`src/rtl/memory_access_stage.sv`:
```
// MEM pipeline stage: req/ack data-memory port with byte enables, load extension and timeout.
// Optional MEM_ALIGN_CHECK_EN rejects misaligned half/word accesses without touching memory.
module memory_access_stage #(
  parameter int unsigned TIMEOUT_CYCLES = 255
) (
  input  logic        clock,
  input  logic        reset,
  input  logic        in_valid,
  output logic        in_ready,
  input  logic [31:0] in_result,
  input  logic [31:0] in_store_data,
  input  logic        in_mem_read,
  input  logic        in_mem_write,
  input  logic [1:0]  in_size,
  input  logic        in_unsigned,
  input  logic        in_reg_write,
  input  logic [4:0]  in_dest_reg,
  output logic        mem_req,
  output logic        mem_we,
  output logic [31:0] mem_addr,
  output logic [31:0] mem_wdata,
  output logic [3:0]  mem_be,
  input  logic        mem_ack,
  input  logic [31:0] mem_rdata,
  output logic        out_valid,
  output logic [31:0] out_data,
  output logic        out_reg_write,
  output logic [4:0]  out_dest_reg,
  output logic        bus_error,
  output logic        misaligned
);

  typedef enum logic {S_IDLE, S_ACCESS} state_t;

  function automatic logic [3:0] byte_en(input logic [1:0] size, input logic [1:0] off);
    case (size)
      2'b00:   return 4'b0001 << off;
      2'b01:   return off[1] ? 4'b1100 : 4'b0011;
      default: return 4'b1111;
    endcase
  endfunction

  function automatic logic [31:0] store_lanes(input logic [1:0] size, input logic [31:0] d);
    case (size)
      2'b00:   return {4{d[7:0]}};
      2'b01:   return {2{d[15:0]}};
      default: return d;
    endcase
  endfunction

  function automatic logic [31:0] load_extend(input logic [1:0] size, input logic uns,
                                              input logic [1:0] off, input logic [31:0] rdata);
    logic [7:0]  b;
    logic [15:0] h;
    b = rdata[{off, 3'b000} +: 8];
    h = off[1] ? rdata[31:16] : rdata[15:0];
    case (size)
      2'b00:   return uns ? {24'b0, b} : {{24{b[7]}}, b};
      2'b01:   return uns ? {16'b0, h} : {{16{h[15]}}, h};
      default: return rdata;
    endcase
  endfunction

  state_t      state_q, state_d;
  logic        mem_req_q, mem_req_d;
  logic        mem_we_q, mem_we_d;
  logic [31:0] mem_addr_q, mem_addr_d;
  logic [31:0] mem_wdata_q, mem_wdata_d;
  logic [3:0]  mem_be_q, mem_be_d;
  logic        out_valid_q, out_valid_d;
  logic [31:0] out_data_q, out_data_d;
  logic        out_reg_write_q, out_reg_write_d;
  logic [4:0]  out_dest_reg_q, out_dest_reg_d;
  logic        bus_error_q, bus_error_d;
  logic        misaligned_q, misaligned_d;
  logic [7:0]  cnt_q, cnt_d;
  logic        is_load_q, is_load_d;
  logic [1:0]  size_q, size_d;
  logic        uns_q, uns_d;
  logic [1:0]  off_q, off_d;
  logic [31:0] result_q, result_d;
  logic        reg_write_q, reg_write_d;
  logic [4:0]  dest_q, dest_d;

  logic accept;
  logic is_mem;
  logic misal_in;

  assign accept = in_valid & (state_q == S_IDLE);
  assign is_mem = in_mem_read | in_mem_write;

`ifdef MEM_ALIGN_CHECK_EN
  assign misal_in = is_mem & (((in_size == 2'b01) & in_result[0]) |
                              (in_size[1] & (|in_result[1:0])));
`else
  assign misal_in = 1'b0;
`endif

  always_comb begin
    state_d         = state_q;
    mem_req_d       = mem_req_q;
    mem_we_d        = mem_we_q;
    mem_addr_d      = mem_addr_q;
    mem_wdata_d     = mem_wdata_q;
    mem_be_d        = mem_be_q;
    out_valid_d     = 1'b0;
    out_data_d      = out_data_q;
    out_reg_write_d = 1'b0;
    out_dest_reg_d  = out_dest_reg_q;
    bus_error_d     = 1'b0;
    misaligned_d    = 1'b0;
    cnt_d           = cnt_q;
    is_load_d       = is_load_q;
    size_d          = size_q;
    uns_d           = uns_q;
    off_d           = off_q;
    result_d        = result_q;
    reg_write_d     = reg_write_q;
    dest_d          = dest_q;

    case (state_q)
      S_IDLE: begin
        if (accept) begin
          if (!is_mem || misal_in) begin
            // Pass-through or rejected access completes one cycle after accept.
            out_valid_d     = 1'b1;
            out_data_d      = misal_in ? 32'h0 : in_result;
            out_reg_write_d = in_reg_write & ~misal_in;
            out_dest_reg_d  = in_dest_reg;
            misaligned_d    = misal_in;
          end else begin
            state_d     = S_ACCESS;
            mem_req_d   = 1'b1;
            mem_we_d    = in_mem_write;
            mem_addr_d  = {in_result[31:2], 2'b00};
            mem_be_d    = byte_en(in_size, in_result[1:0]);
            mem_wdata_d = store_lanes(in_size, in_store_data);
            cnt_d       = 8'd0;
            is_load_d   = in_mem_read;
            size_d      = in_size;
            uns_d       = in_unsigned;
            off_d       = in_result[1:0];
            result_d    = in_result;
            reg_write_d = in_reg_write;
            dest_d      = in_dest_reg;
          end
        end
      end
      S_ACCESS: begin
        // An ack on the timeout edge takes priority over the error.
        if (mem_ack || (cnt_q == 8'(TIMEOUT_CYCLES - 1))) begin
          state_d        = S_IDLE;
          mem_req_d      = 1'b0;
          mem_we_d       = 1'b0;
          cnt_d          = 8'd0;
          out_valid_d    = 1'b1;
          out_dest_reg_d = dest_q;
          if (mem_ack) begin
            out_data_d      = is_load_q ? load_extend(size_q, uns_q, off_q, mem_rdata) : result_q;
            out_reg_write_d = reg_write_q;
          end else begin
            out_data_d  = 32'h0;
            bus_error_d = 1'b1;
          end
        end else begin
          cnt_d = cnt_q + 8'd1;
        end
      end
      default: state_d = S_IDLE;
    endcase
  end

  always_ff @(posedge clock) begin
    if (reset) begin
      state_q         <= S_IDLE;
      mem_req_q       <= 1'b0;
      mem_we_q        <= 1'b0;
      mem_addr_q      <= 32'h0;
      mem_wdata_q     <= 32'h0;
      mem_be_q        <= 4'h0;
      out_valid_q     <= 1'b0;
      out_data_q      <= 32'h0;
      out_reg_write_q <= 1'b0;
      out_dest_reg_q  <= 5'h0;
      bus_error_q     <= 1'b0;
      misaligned_q    <= 1'b0;
      cnt_q           <= 8'd0;
      is_load_q       <= 1'b0;
      size_q          <= 2'b00;
      uns_q           <= 1'b0;
      off_q           <= 2'b00;
      result_q        <= 32'h0;
      reg_write_q     <= 1'b0;
      dest_q          <= 5'h0;
    end else begin
      state_q         <= state_d;
      mem_req_q       <= mem_req_d;
      mem_we_q        <= mem_we_d;
      mem_addr_q      <= mem_addr_d;
      mem_wdata_q     <= mem_wdata_d;
      mem_be_q        <= mem_be_d;
      out_valid_q     <= out_valid_d;
      out_data_q      <= out_data_d;
      out_reg_write_q <= out_reg_write_d;
      out_dest_reg_q  <= out_dest_reg_d;
      bus_error_q     <= bus_error_d;
      misaligned_q    <= misaligned_d;
      cnt_q           <= cnt_d;
      is_load_q       <= is_load_d;
      size_q          <= size_d;
      uns_q           <= uns_d;
      off_q           <= off_d;
      result_q        <= result_d;
      reg_write_q     <= reg_write_d;
      dest_q          <= dest_d;
    end
  end

  assign in_ready      = (state_q == S_IDLE);
  assign mem_req       = mem_req_q;
  assign mem_we        = mem_we_q;
  assign mem_addr      = mem_addr_q;
  assign mem_wdata     = mem_wdata_q;
  assign mem_be        = mem_be_q;
  assign out_valid     = out_valid_q;
  assign out_data      = out_data_q;
  assign out_reg_write = out_reg_write_q;
  assign out_dest_reg  = out_dest_reg_q;
  assign bus_error     = bus_error_q;
  assign misaligned    = misaligned_q;

endmodule
```
`config.mk`:
```
export PLATFORM = sky130hd
export DESIGN_NAME = memory_access_stage
export DESIGN_NICKNAME = d
export VERILOG_FILES = /design/src/rtl/memory_access_stage.sv
export SDC_FILE = /design/constraint.sdc
export NUM_CORES = 1
export LEC_CHECK = 0
export BUFFER_PORTS_ARGS = -buffer_cell sky130_fd_sc_hd__buf_4
export CORE_MARGIN = 10
export CORE_UTILIZATION = 47
export CTS_BUF_LIST = sky130_fd_sc_hd__clkbuf_8
export CTS_CLUSTER_SIZE = 16
export DETAILED_ROUTE_END_ITERATION = 7
export PLACE_DENSITY = 0.84
export SLEW_MARGIN = 25
export SYNTH_ARGS = -nofsm -noshare
export SYNTH_HDL_FRONTEND = slang
export SYNTH_SLANG_ARGS = --single-unit
```
`constraint.sdc`:
```
create_clock -name clock -period 1.75 [get_ports clock]
set_input_delay 0.0875 -clock clock [delete_from_list [all_inputs] [get_ports clock]]
set_output_delay 0.0875 -clock clock [all_outputs]
set_load 0.02 [all_outputs]
```
* Word level (Yosys, flattened, before mapping)
Index checks and enable logic that the tools add are counted.
** Operators by class
- Reductions and logical operators :: 8
- Add/subtract/negate cells :: 1
- Equal/unequal tests :: 7
- Div/mod/pow operators :: 0
- Multiplexer cells :: 42
- Bitwise operators :: 4
- Shifts and indexed selects :: 2
- Multiply operators :: 0
- $lt $le $gt $ge :: 0
** Operator list (count)
- 2-to-1 mux 32 bit :: 7
- one-hot mux 32 bit (2 select lines) :: 3
- variable part select 32 x 6 -> 8 bit :: 1
- 2-to-1 mux 8 bit :: 3
- 2-to-1 mux 1 bit :: 16
- 2-to-1 mux 16 bit :: 1
- one-hot mux 8 bit (2 select lines) :: 1
- 2-to-1 mux 5 bit :: 3
- one-hot mux 1 bit (2 select lines) :: 5
- one-hot mux 5 bit (2 select lines) :: 1
- AND reduction 3 bit :: 3
- adder 8 x 1 -> 8 bit (second input constant) :: 1
- == test 8 bit (second input constant) :: 1
- one-hot mux 4 bit (2 select lines) :: 1
- inequality test 2 x 1 -> 1 bit (second input constant) :: 3
- == test 2 x 1 -> 1 bit (second input constant) :: 2
- zero test 2 bit :: 2
- 2-to-1 mux 4 bit :: 1
- left shift 1 x 2 -> 4 bit (first input constant) :: 1
- OR reduction 3 bit :: 1
- inequality test 2 bit (second input constant) :: 1
- inverter 1 bit :: 2
- AND reduction 2 bit :: 1
- AND 1 bit :: 1
- 2 further kinds :: 2
** Word-level totals
- Latch bits :: 0
- Bits in registers :: 161
- Memories :: 0
- ROM bits :: 0
- Memory bits (writable) :: 0

* Logic depth before layout (Yosys ltp)
Gate-level depths: netlist (run 1).
- Depth after elaboration :: 7
- Depth in mapped cells :: 8

* Worst setup path before layout (run 1)
OpenSTA, ideal clock, no wires.
- Path kind :: register to register
- From :: register cnt_q[0]
- To :: register out_data_q[20], in the netlist out_data[20]
- Stages on the path, launching flop included :: 8
- Arrival :: 1.632 ns
- Required time :: 1.664 ns
- Buffers on the path :: 1
- Clock period less this slack :: 1.717 ns
- Slack :: 0.033 ns
- Path through :: dfxtp_1 inv_1 ha_1 and3_1 a31oi_4 clkbuf_1 o21ai_0 a211oi_1
** Between the ends
- Longest elaborated chain between the ends :: 4
** Ends and longest elaborated chain
- start, declared :: line 76 : logic [7:0] cnt_q, cnt_d;
- start signal, assigned :: line 208 : cnt_q <= cnt_d;
- == test 8 bit :: line 151 : if (mem_ack || (cnt_q == 8'(TIMEOUT_CYCLES - 1))) begin
- logical OR 1 bit :: line 151
- inequality test 2 x 1 -> 1 bit (no line)
- AND reduction 3 bit (no line)
- end signal, assigned :: line 203 : out_data_q <= out_data_d;
- end, declared :: line 71 : logic [31:0] out_data_q, out_data_d;
No other way between the ends.
A chain may end at the register's enable or synchronous reset.

==> metrics.csv, run 1 <==
metric,value,unit
holdPathEnd,mem_wdata[27],
drc,0,
vdd_drop_max,0.5866,mV
worst_setup_path_end_kind,register,
antenna_found_initial,2,
grt_max_degree,47,
final.setup_skew,0.009620,ns
syn_to_final_growth,49.75,%
violations,negative setup slack,
rsz0062_at_grt,true,
wl_met1,9.449,mm
maxCapViolCount,0,
synth_top_cell_by_area,dfxtp_1,
h-tree-depth,4,
synth.distinct_cells,56,
p_leak,3.898,nW
wl_per_cell,19.22,um
reg2reg_slack,-0.04,ns
timing.final.ws_setup,-0.03590,ns
p_int,5.214,mW
cp_max_fo,7,
clock_sinks,129,
dpl_worst_slack,-0.1592,ns
synthArstFlopShare,0,
ys_ff_latch,129,
regArea,2585,um^2
drv_slew,0,
synthCells,774,
cp.arrival,2.10,ns
grt_pass1_wl,36.72,mm
cpMaxStageDelayCell,dfxtp_2,
power_frac_comb,0.254,
gp_congestion,0.9086,
swShare,0.3111,
power.share.clock,0.313,
seq_area_frac_synth,0.4181,
required,2.07,ns
ys_warn_count,0,
status,"finished, violations left",
timing.fmax,559.9,MHz
dp_hpwl,16.53,mm
setup_violations,1,
hold_viol,0,
rr_worst_depth,6,
nNetsFinal,1175,
synth-edff-count,0,
io_pins,223,
critical_path_class,reg2reg,
grt_pass1_vias,6803,
top_layer,met4,
cts_root_buf,clkbuf_8,
slew-limit-headroom,0.6659,
rows,41,
critical_path.top_delay_family,compound AO/OA/AOI/OAI gates,
place.port_buffers,219,
crit_chain,"mux2_4, a22oi_2, o31ai_4, buf_4, o221ai_1, a211oi_2",
overflow,0,
holdPathStages,5,
ant_nets,0,
n_fill_cell,953,
yosys-top-cells-count,"nand2_1 (151), dfxtp_1 (129), a21oi_1 (81)",
multiInputGateArea,3293,um^2
wl_met3,2.012,mm
synthTopCellsByArea,"dfxtp_1 (42%), nand2_1 (9.2%), a21oi_1 (6.6%)",
cp_num_buf_inv,1,
hp-class,in2reg,
synth_most_common_cell,nand2_1,
start_util,0.4855,
clk_pin_slew_worst_paths,0.08,ns
route.met2.wl,11.41,mm
final_core_util,0.7271,
grtUsageTotal,0.2532,
post-route-period-util,1.021,
worstSkewPairLatency,0.45,ns
tightest_slew,0.5011,ns
dieHeight,134.6,um
r2r-start,result_q[1],
vias,7042,
drt_iter0_drc,744,
synthFlopType,dfxtp_1,
r2r_end,out_data[19],
clockBufferDepth,2,
seq_power_share,0.433,
die_area,18130,um^2
viasPerCell,5.638,
worstSetupStartpointType,register,
yosysTopAreaCellShare,0.4181,
syn_area,6177,um^2
first_pass_iters,5,
hold_start,in_store_data[27],
syn_area_per_cell,7.981,um^2
core_area,12720,um^2
die_x,134.6,um
p_per_area,818.2,nW/um^2
worstSetupStartpoint,result_q[1],
max_stage_delay,0.41,ns
numCtsBuffers,17,
drive_gt1_frac,0.3098,
power.switching,2.355,mW
totalWireLength,24.01,mm
period_needed,1.786,ns
cts_tree,done,
## layout make-up
type / instances / area share
clock buffer: 20 / 0.02976
clock inverter: 12 / 0.01001
tap: 172 / 0.02327
timing repair buffer: 335 / 0.2977
multi-input combinational: 571 / 0.3560
sequential: 129 / 0.2795
inverter: 8 / 0.003246
antenna: 2 / 0.0005411
## layer usage
| layer | global-route usage | vias to the layer above |
|---|---|---|
| met3 | 0.06825 | 89 |
| li1 | - | 3306 |
| met4 | 0.1378 | 0 |
| met1 | 0.3031 | 3245 |
| met5 | 0 | - |
| met2 | 0.4038 | 402 |
## worst max path at each step
stage / end / slack (ns) / cells past startpoint
after floorplan: out_data[20] / 0.03 / 7
after CTS: cnt_q[7] / 0.006 / 8
after global routing: out_data[19] / -0.05 / 6
after detailed placement: out_data[29] / -0.16 / 5
final: out_data[19] / -0.04 / 6
after global placement: out_data[27] / -0.09 / 5
## kinds of logic after synthesis
| logic type | count (synthesis) | share of synthesized area |
|---|---|---|
| simple gates | 296 | 0.2078 |
| flops | 129 | 0.4181 |
| xor+xnor | 5 | 0.007089 |
| buf+inv | 76 | 0.05874 |
| other cells | 1 | 0.0006071 |
| compound gates | 234 | 0.2504 |
| mux | 31 | 0.05327 |
| fa+ha+maj | 2 | 0.004050 |
## tightest hold or removal path: cells and delay by family
kind	cells	cell delay [ns]
AOI/OAI and AO/OA	2	0.17
buffers and inverters	1	0.08
and+or+nand+nor	2	0.10
## layout by cell type (no fill, tap or decap), types with 20 or more instances in the layout
| cell | synthesis | layout |
|---|---|---|
| nor2_1 | 80 | 80 |
| a21oi_1 | 81 | 80 |
| buf_4 | 8 | 259 |
| clkbuf_8 | 0 | 20 |
| o21ai_0 | 48 | 47 |
| mux2i_1 | 22 | 22 |
| dfxtp_1 | 129 | 127 |
| nand2_1 | 151 | 149 |
| dlygate4sd3_1 | 0 | 68 |
| a211oi_1 | 27 | 25 |
## power groups by stage
stage	clock (mW)	sequential, mW	combinational [mW]
2_1_floorplan	0	3.53	0.717
3_3_place_gp	0	3.33	1.71
3_5_place_dp	0	3.33	1.73
4_1_cts	2.39	3.27	1.87
5_1_grt	2.55	3.30	2.05
6_report	2.37	3.28	1.92
## metrics by stage
stage               power (mW)  hold slack, ns  std cells  area [um^2]  setup TNS (ns)
global route             7.897         0.01758       1249         9250        -0.08893
CTS                      7.526       0.0002064       1247         9180               0
global placement         5.032          0.3417       1145         8112          -1.262
finish                   7.568         0.02364       1249         9250        -0.03590
floorplan                4.248          0.2235        776         6185               0
detailed placement       5.059          0.3517       1145         8112          -2.146
## timing repair
item,4_1_cts,5_1_grt
setup endpoints to repair,22,36
buffers inserted,2,0
hold buffers,68,0
pin swaps,1,4
resized for setup,2,18
hold endpoints to repair,89,0
Note: power is estimated with default switching activity, not from simulation.
==> run 2: changes to the inputs <==
==> constraint.sdc (replaced) <==
create_clock -name clock -period 1.75 [get_ports clock]
set_input_delay 0.175 -clock clock [delete_from_list [all_inputs] [get_ports clock]]
set_output_delay 0.175 -clock clock [all_outputs]
set_load 0.02 [all_outputs]
==> metrics.csv, run 2 (synthesized netlist as in run 1, its figures left out) <==
metric,value,unit
status,completed,
hold_viol,0,
core_area,12720,um^2
postPlaceCellArea,8119,um^2
drc,0,
totalWireLength,23.72,mm
worstSkewPairLatency,0.45,ns
overflow,0,
gr-usage-met1,0.3002,
worst_setup_path_end_kind,register,
final_core_util,0.7188,
gp_congestion,0.9088,
clk_pin_slew_worst_paths,0.08,ns
clockBufferDepth,2,
cp.arrival,2.03,ns
grt_pass1_vias,6821,
grtUsageTotal,0.2511,
max_stage_delay,0.38,ns
multiInputGateArea,3328,um^2
cts_tree,done,
nNetsFinal,1152,
period_needed,1.711,ns
regArea,2586,um^2
grtUsageMet2,0.4111,
post-route-period-util,0.9776,
clock_sinks,129,
h-tree-depth,4,
p_per_area,860.0,nW/um^2
drv_slew,0,
p_leak,3.844,nW
grt_pass1_wl,36.75,mm
viasPerCell,5.687,
vdd_drop_max,0.6349,mV
design_area,9145,um^2
final.setup_skew,0.007835,ns
place.port_buffers,219,
gr-usage-met3,0.07381,
worstSetupStartpointType,register,
die_area,18130,um^2
holdWs,0.02645,ns
cts_root_buf,clkbuf_8,
syn_to_final_growth,48.05,%
die_x,134.6,um
setup_violations,0,
cpMaxStageDelayCell,dfxtp_2,
drive_gt1_frac,0.3251,
rows,41,
drt_iter0_drc,838,
wl_per_cell,19.36,um
io_pins,223,
start_util,0.4855,
tightest_slew,0.5504,ns
cp_max_fo,8,
hp-class,in2reg,
antenna_found_initial,1,
n_fill_cell,977,
maxCapViolCount,0,
dp_hpwl,16.63,mm
vias,6967,
final_cell_mix,"buf_4 (257), nand2_1 (149), dfxtp_1 (126)",
required,2.06,ns
ant_nets,0,
numCtsBuffers,17,
cp_num_buf_inv,1,
critical_path_class,reg2reg,
crit_chain,"mux2_4, a22oi_2, o31ai_4, buf_4, o221ai_1, a211oi_1",
dieHeight,134.6,um
first_pass_iters,7,
layout_commonest_cell,buf_4,
grt.busiest_layer,met2,
grt_max_degree,51,
slew-limit-headroom,0.6331,
critical_path.top_delay_family,compound AO/OA/AOI/OAI gates,
timing.fmax,584.5,MHz
==> run 2: cell types whose count changed in the layout (fill, tap and decap cells not counted), moves of 2 or more <==
cell | before | now
buf_12 | 4 | 8
buf_4 | 259 | 257
dlygate4sd3_1 | 68 | 44
bufinv_16 | 1 | 3
==> run 2: cell type report <==
type	count	area share
Multi-Input combinational cell	571	0.3639
Timing Repair Buffer	312	0.2803
Sequential cell	129	0.2828
Tap cell	172	0.02353
Clock inverter	12	0.01532
Antenna cell	1	0.0002736
Inverter	8	0.003694
Clock buffer	20	0.03010
==> run 2: timing repair <==
| item | CTS | global route |
|---|---|---|
| hold buffers | 43 | 1 |
| pin swaps | 1 | 13 |
| buffers inserted | 2 | 5 |
| hold endpoints to repair | 43 | 1 |
| gates resized for setup | 3 | 27 |
| setup endpoints to repair | 21 | 90 |
==> run 2: metal layers <==
metal  wire length (um)  part of all wire
met1               9361              0.39
met5                  0                 0
met3               2007             0.085
met2              11480              0.48
met4                869             0.037
==> run 2: worst min-delay path, cell delays in order <==
cell,delay (ns)
buf_4,0.11
o21ai_0,0.06
a311oi_1,0.08
==> run 2: report_power, final <==
part	internal [mW]	switching [mW]	total [mW]
Combinational	0.849	1.05	1.90
Clock	1.50	1.19	2.69
Sequential	3.14	0.135	3.27
Total	5.49	2.38	7.87
==> run 2: stage by stage <==
step / total power [mW] / worst slack (ns) / cells / setup TNS, ns
4_1_cts: 7.812 / -0.004144 / 1218 / -0.004144
3_3_place_gp: 5.035 / -0.08218 / 1141 / -1.123
2_1_floorplan: 4.248 / 0.03251 / 776 / 0
5_1_grt: 8.170 / -0.05228 / 1225 / -0.05228
6_report: 7.865 / 0.03924 / 1225 / 0
3_5_place_dp: 5.069 / -0.1568 / 1141 / -1.998
==> run 2: final timing paths <==
path / slack [ns] / depth (start not counted) / from / end
worst min register to register: 0.46 / 2 / mem_wdata[4] / mem_wdata[4]
worst max-delay path: 0.04 / 6 / result_q[1] / out_data[20]
worst min-delay path: 0.03 / 3 / in_store_data[15] / mem_wdata[15]
worst max register to register: 0.04 / 6 / result_q[1] / out_data[20]
==> run 3: changes to the inputs <==
--- a/config.mk
+++ b/config.mk
@@ -5,6 +5,7 @@
 export SDC_FILE = /design/constraint.sdc
 export NUM_CORES = 1
 export LEC_CHECK = 0
+export ABC_AREA = 1
 export BUFFER_PORTS_ARGS = -buffer_cell sky130_fd_sc_hd__buf_4
 export CORE_MARGIN = 10
 export CORE_UTILIZATION = 47
==> metrics.csv, run 3 <==
metric,value,unit
p_leak,4.164,nW
die_x,136.7,um
antenna_found_initial,0,
rsz0062_at_grt,true,
grtUsageTotal,0.2467,
postPlaceCellArea,8159,um^2
final.setup_skew,0.01011,ns
synthArstFlopShare,0,
clock_sinks,129,
place.port_buffers,219,
final_cell_mix,"nand2_1 (246), buf_4 (244), dfxtp_1 (127)",
numCtsBuffers,17,
clockBufferDepth,2,
seq_power_share,0.402,
power_frac_comb,0.243,
syn_area_per_cell,7.064,um^2
timing.fmax,613.1,MHz
worst_setup_path_end_kind,register,
hold_viol,0,
ys_warn_count,0,
rows,42,
setup_violations,0,
p_per_area,880.9,nW/um^2
vdd_drop_max,0.4760,mV
ant_nets,0,
period_needed,1.631,ns
antenna_cells,0,
synthTopCellsByArea,"dfxtp_1 (40%), nand2_1 (14%), a21oi_1 (7.5%)",
gp_congestion,0.9529,
p_int,5.664,mW
nNetsFinal,1284,
critical_path_class,reg2reg,
die_area,18680,um^2
drc,0,
cts_tree,done,
dieHeight,136.7,um
design_area,9235,um^2
syn_area,6400,um^2
synth-edff-count,0,
grt_pass1_vias,7136,
synth_top_cell_by_area,dfxtp_1,
maxCapViolCount,0,
dp_hpwl,16.96,mm
start_util,0.4814,
syn_to_final_growth,44.30,%
yosys-top-cells-count,"nand2_1 (247), dfxtp_1 (129), a21oi_1 (96)",
drv_slew,0,
dpl_worst_slack,0.1054,ns
status,completed,
synthFlopType,dfxtp_1,
wl_per_cell,17.69,um
grt_max_degree,53,
viasPerCell,5.415,
drive_gt1_frac,0.2931,
clk_pin_slew_worst_paths,0.08,ns
ys_ff_latch,129,
timing.final.ws_setup,0.1190,ns
layout_commonest_cell,nand2_1,
core_area,13300,um^2
synth_most_common_cell,nand2_1,
cp.arrival,2.01,ns
drt_iter0_drc,719,
grt_pass1_wl,37.05,mm
required,2.13,ns
cts_root_buf,clkbuf_8,
totalWireLength,24.07,mm
power.share.clock,0.355,
first_pass_iters,5,
yosysTopAreaCellShare,0.4035,
power.switching,2.472,mW
post-route-period-util,0.9320,
io_pins,223,
vias,7364,
overflow,0,
seq_area_frac_synth,0.4035,
swShare,0.3038,
synthCells,906,
worstSetupStartpointType,register,
worstSkewPairLatency,0.45,ns
h-tree-depth,4,
cp_max_fo,16,
hp-class,in2reg,
synth.distinct_cells,50,
[run 3: cell types whose count changed after synthesis, sizes merged, moves of 20 or more]
cell	before	now
a211oi	30	0
a21oi	81	106
and2	20	0
inv	7	41
mux2i	22	0
nand2	152	266
nand3	5	30
o21ai	49	78
[run 3: worst paths after layout]
kind,to,start,slack (ns),cells after the start
min reg2reg,dest_q[2],dest_q[2],0.46,2
min,mem_wdata[22],in_store_data[22],0.04,3
max reg2reg,out_data[18],result_q[1],0.12,11
max,out_data[18],result_q[1],0.12,11
[run 3: final cells by class]
class / instances / area (um^2)
clock buffer: 21 / 289.0
clock inverter: 11 / 160.2
fill: 1096 / 4060
inverter: 41 / 166.4
multi-input combinational: 672 / 3247
sequential: 129 / 2585
tap: 176 / 220.2
timing repair buffer: 310 / 2567
[run 3: power groups by stage]
| stage | logic (mW) | registers (mW) | clock network [mW] |
|---|---|---|---|
| 2_1_floorplan | 0.844 | 3.53 | 0 |
| 3_3_place_gp | 1.81 | 3.32 | 0 |
| 3_5_place_dp | 1.82 | 3.33 | 0 |
| 4_1_cts | 1.94 | 3.27 | 2.91 |
| 5_1_grt | 2.14 | 3.29 | 3.03 |
| 6_report | 1.97 | 3.27 | 2.89 |
[run 3: through the flow]
stage	TNS (ns)	utilization	cells	power (mW)	hold WS [ns]
global placement	0	0.6137	1267	5.130	0.3907
finish	0	0.6946	1360	8.135	0.03721
floorplan	0	-	908	4.377	0.2528
detailed placement	0	0.6137	1267	5.155	0.3874
global route	-0.01073	0.6946	1360	8.459	0.01680
CTS	0	0.6919	1358	8.117	0.003042
[run 3: critical path, cell delays in order, from the launching register on]
cell and delay, ns:
dfxtp_1 0.42, buf_4 0.18, nand2_1 0.07, nand2_2 0.09
nand2_2 0.07, nand2_4 0.07, nand2_4 0.08, nand3_4 0.21
nand2_1 0.10, nand2_1 0.08, nand2_1 0.05, a21oi_1 0.12
[run 3: what timing repair did]
action	CTS	global route
gates resized for setup	0	3
hold buffers	59	0
endpoints found under the setup margin	0	39
endpoints found under the hold margin	70	0
setup buffers	0	1
[run 3: metal layers]
layer | routed length (um) | vias to the layer above | track usage
met5 | 0 | - | 0
met4 | 670 | 0 | 0.08757
met2 | 11370 | 404 | 0.4151
met1 | 9044 | 3378 | 0.2763
li1 | - | 3529 | -
met3 | 2981 | 53 | 0.09861
[run 3: logic make-up after synthesis]
| family | Yosys count | synth area share |
|---|---|---|
| buffers and inverters | 107 | 0.09072 |
| flip-flops | 129 | 0.4035 |
| AO/OA/AOI/OAI | 249 | 0.2217 |
| AND/OR/NAND/NOR | 416 | 0.2768 |
| other | 1 | 0.0005859 |
| XOR/XNOR | 2 | 0.002738 |
| adder cells (fa/ha/maj) | 2 | 0.003909 |
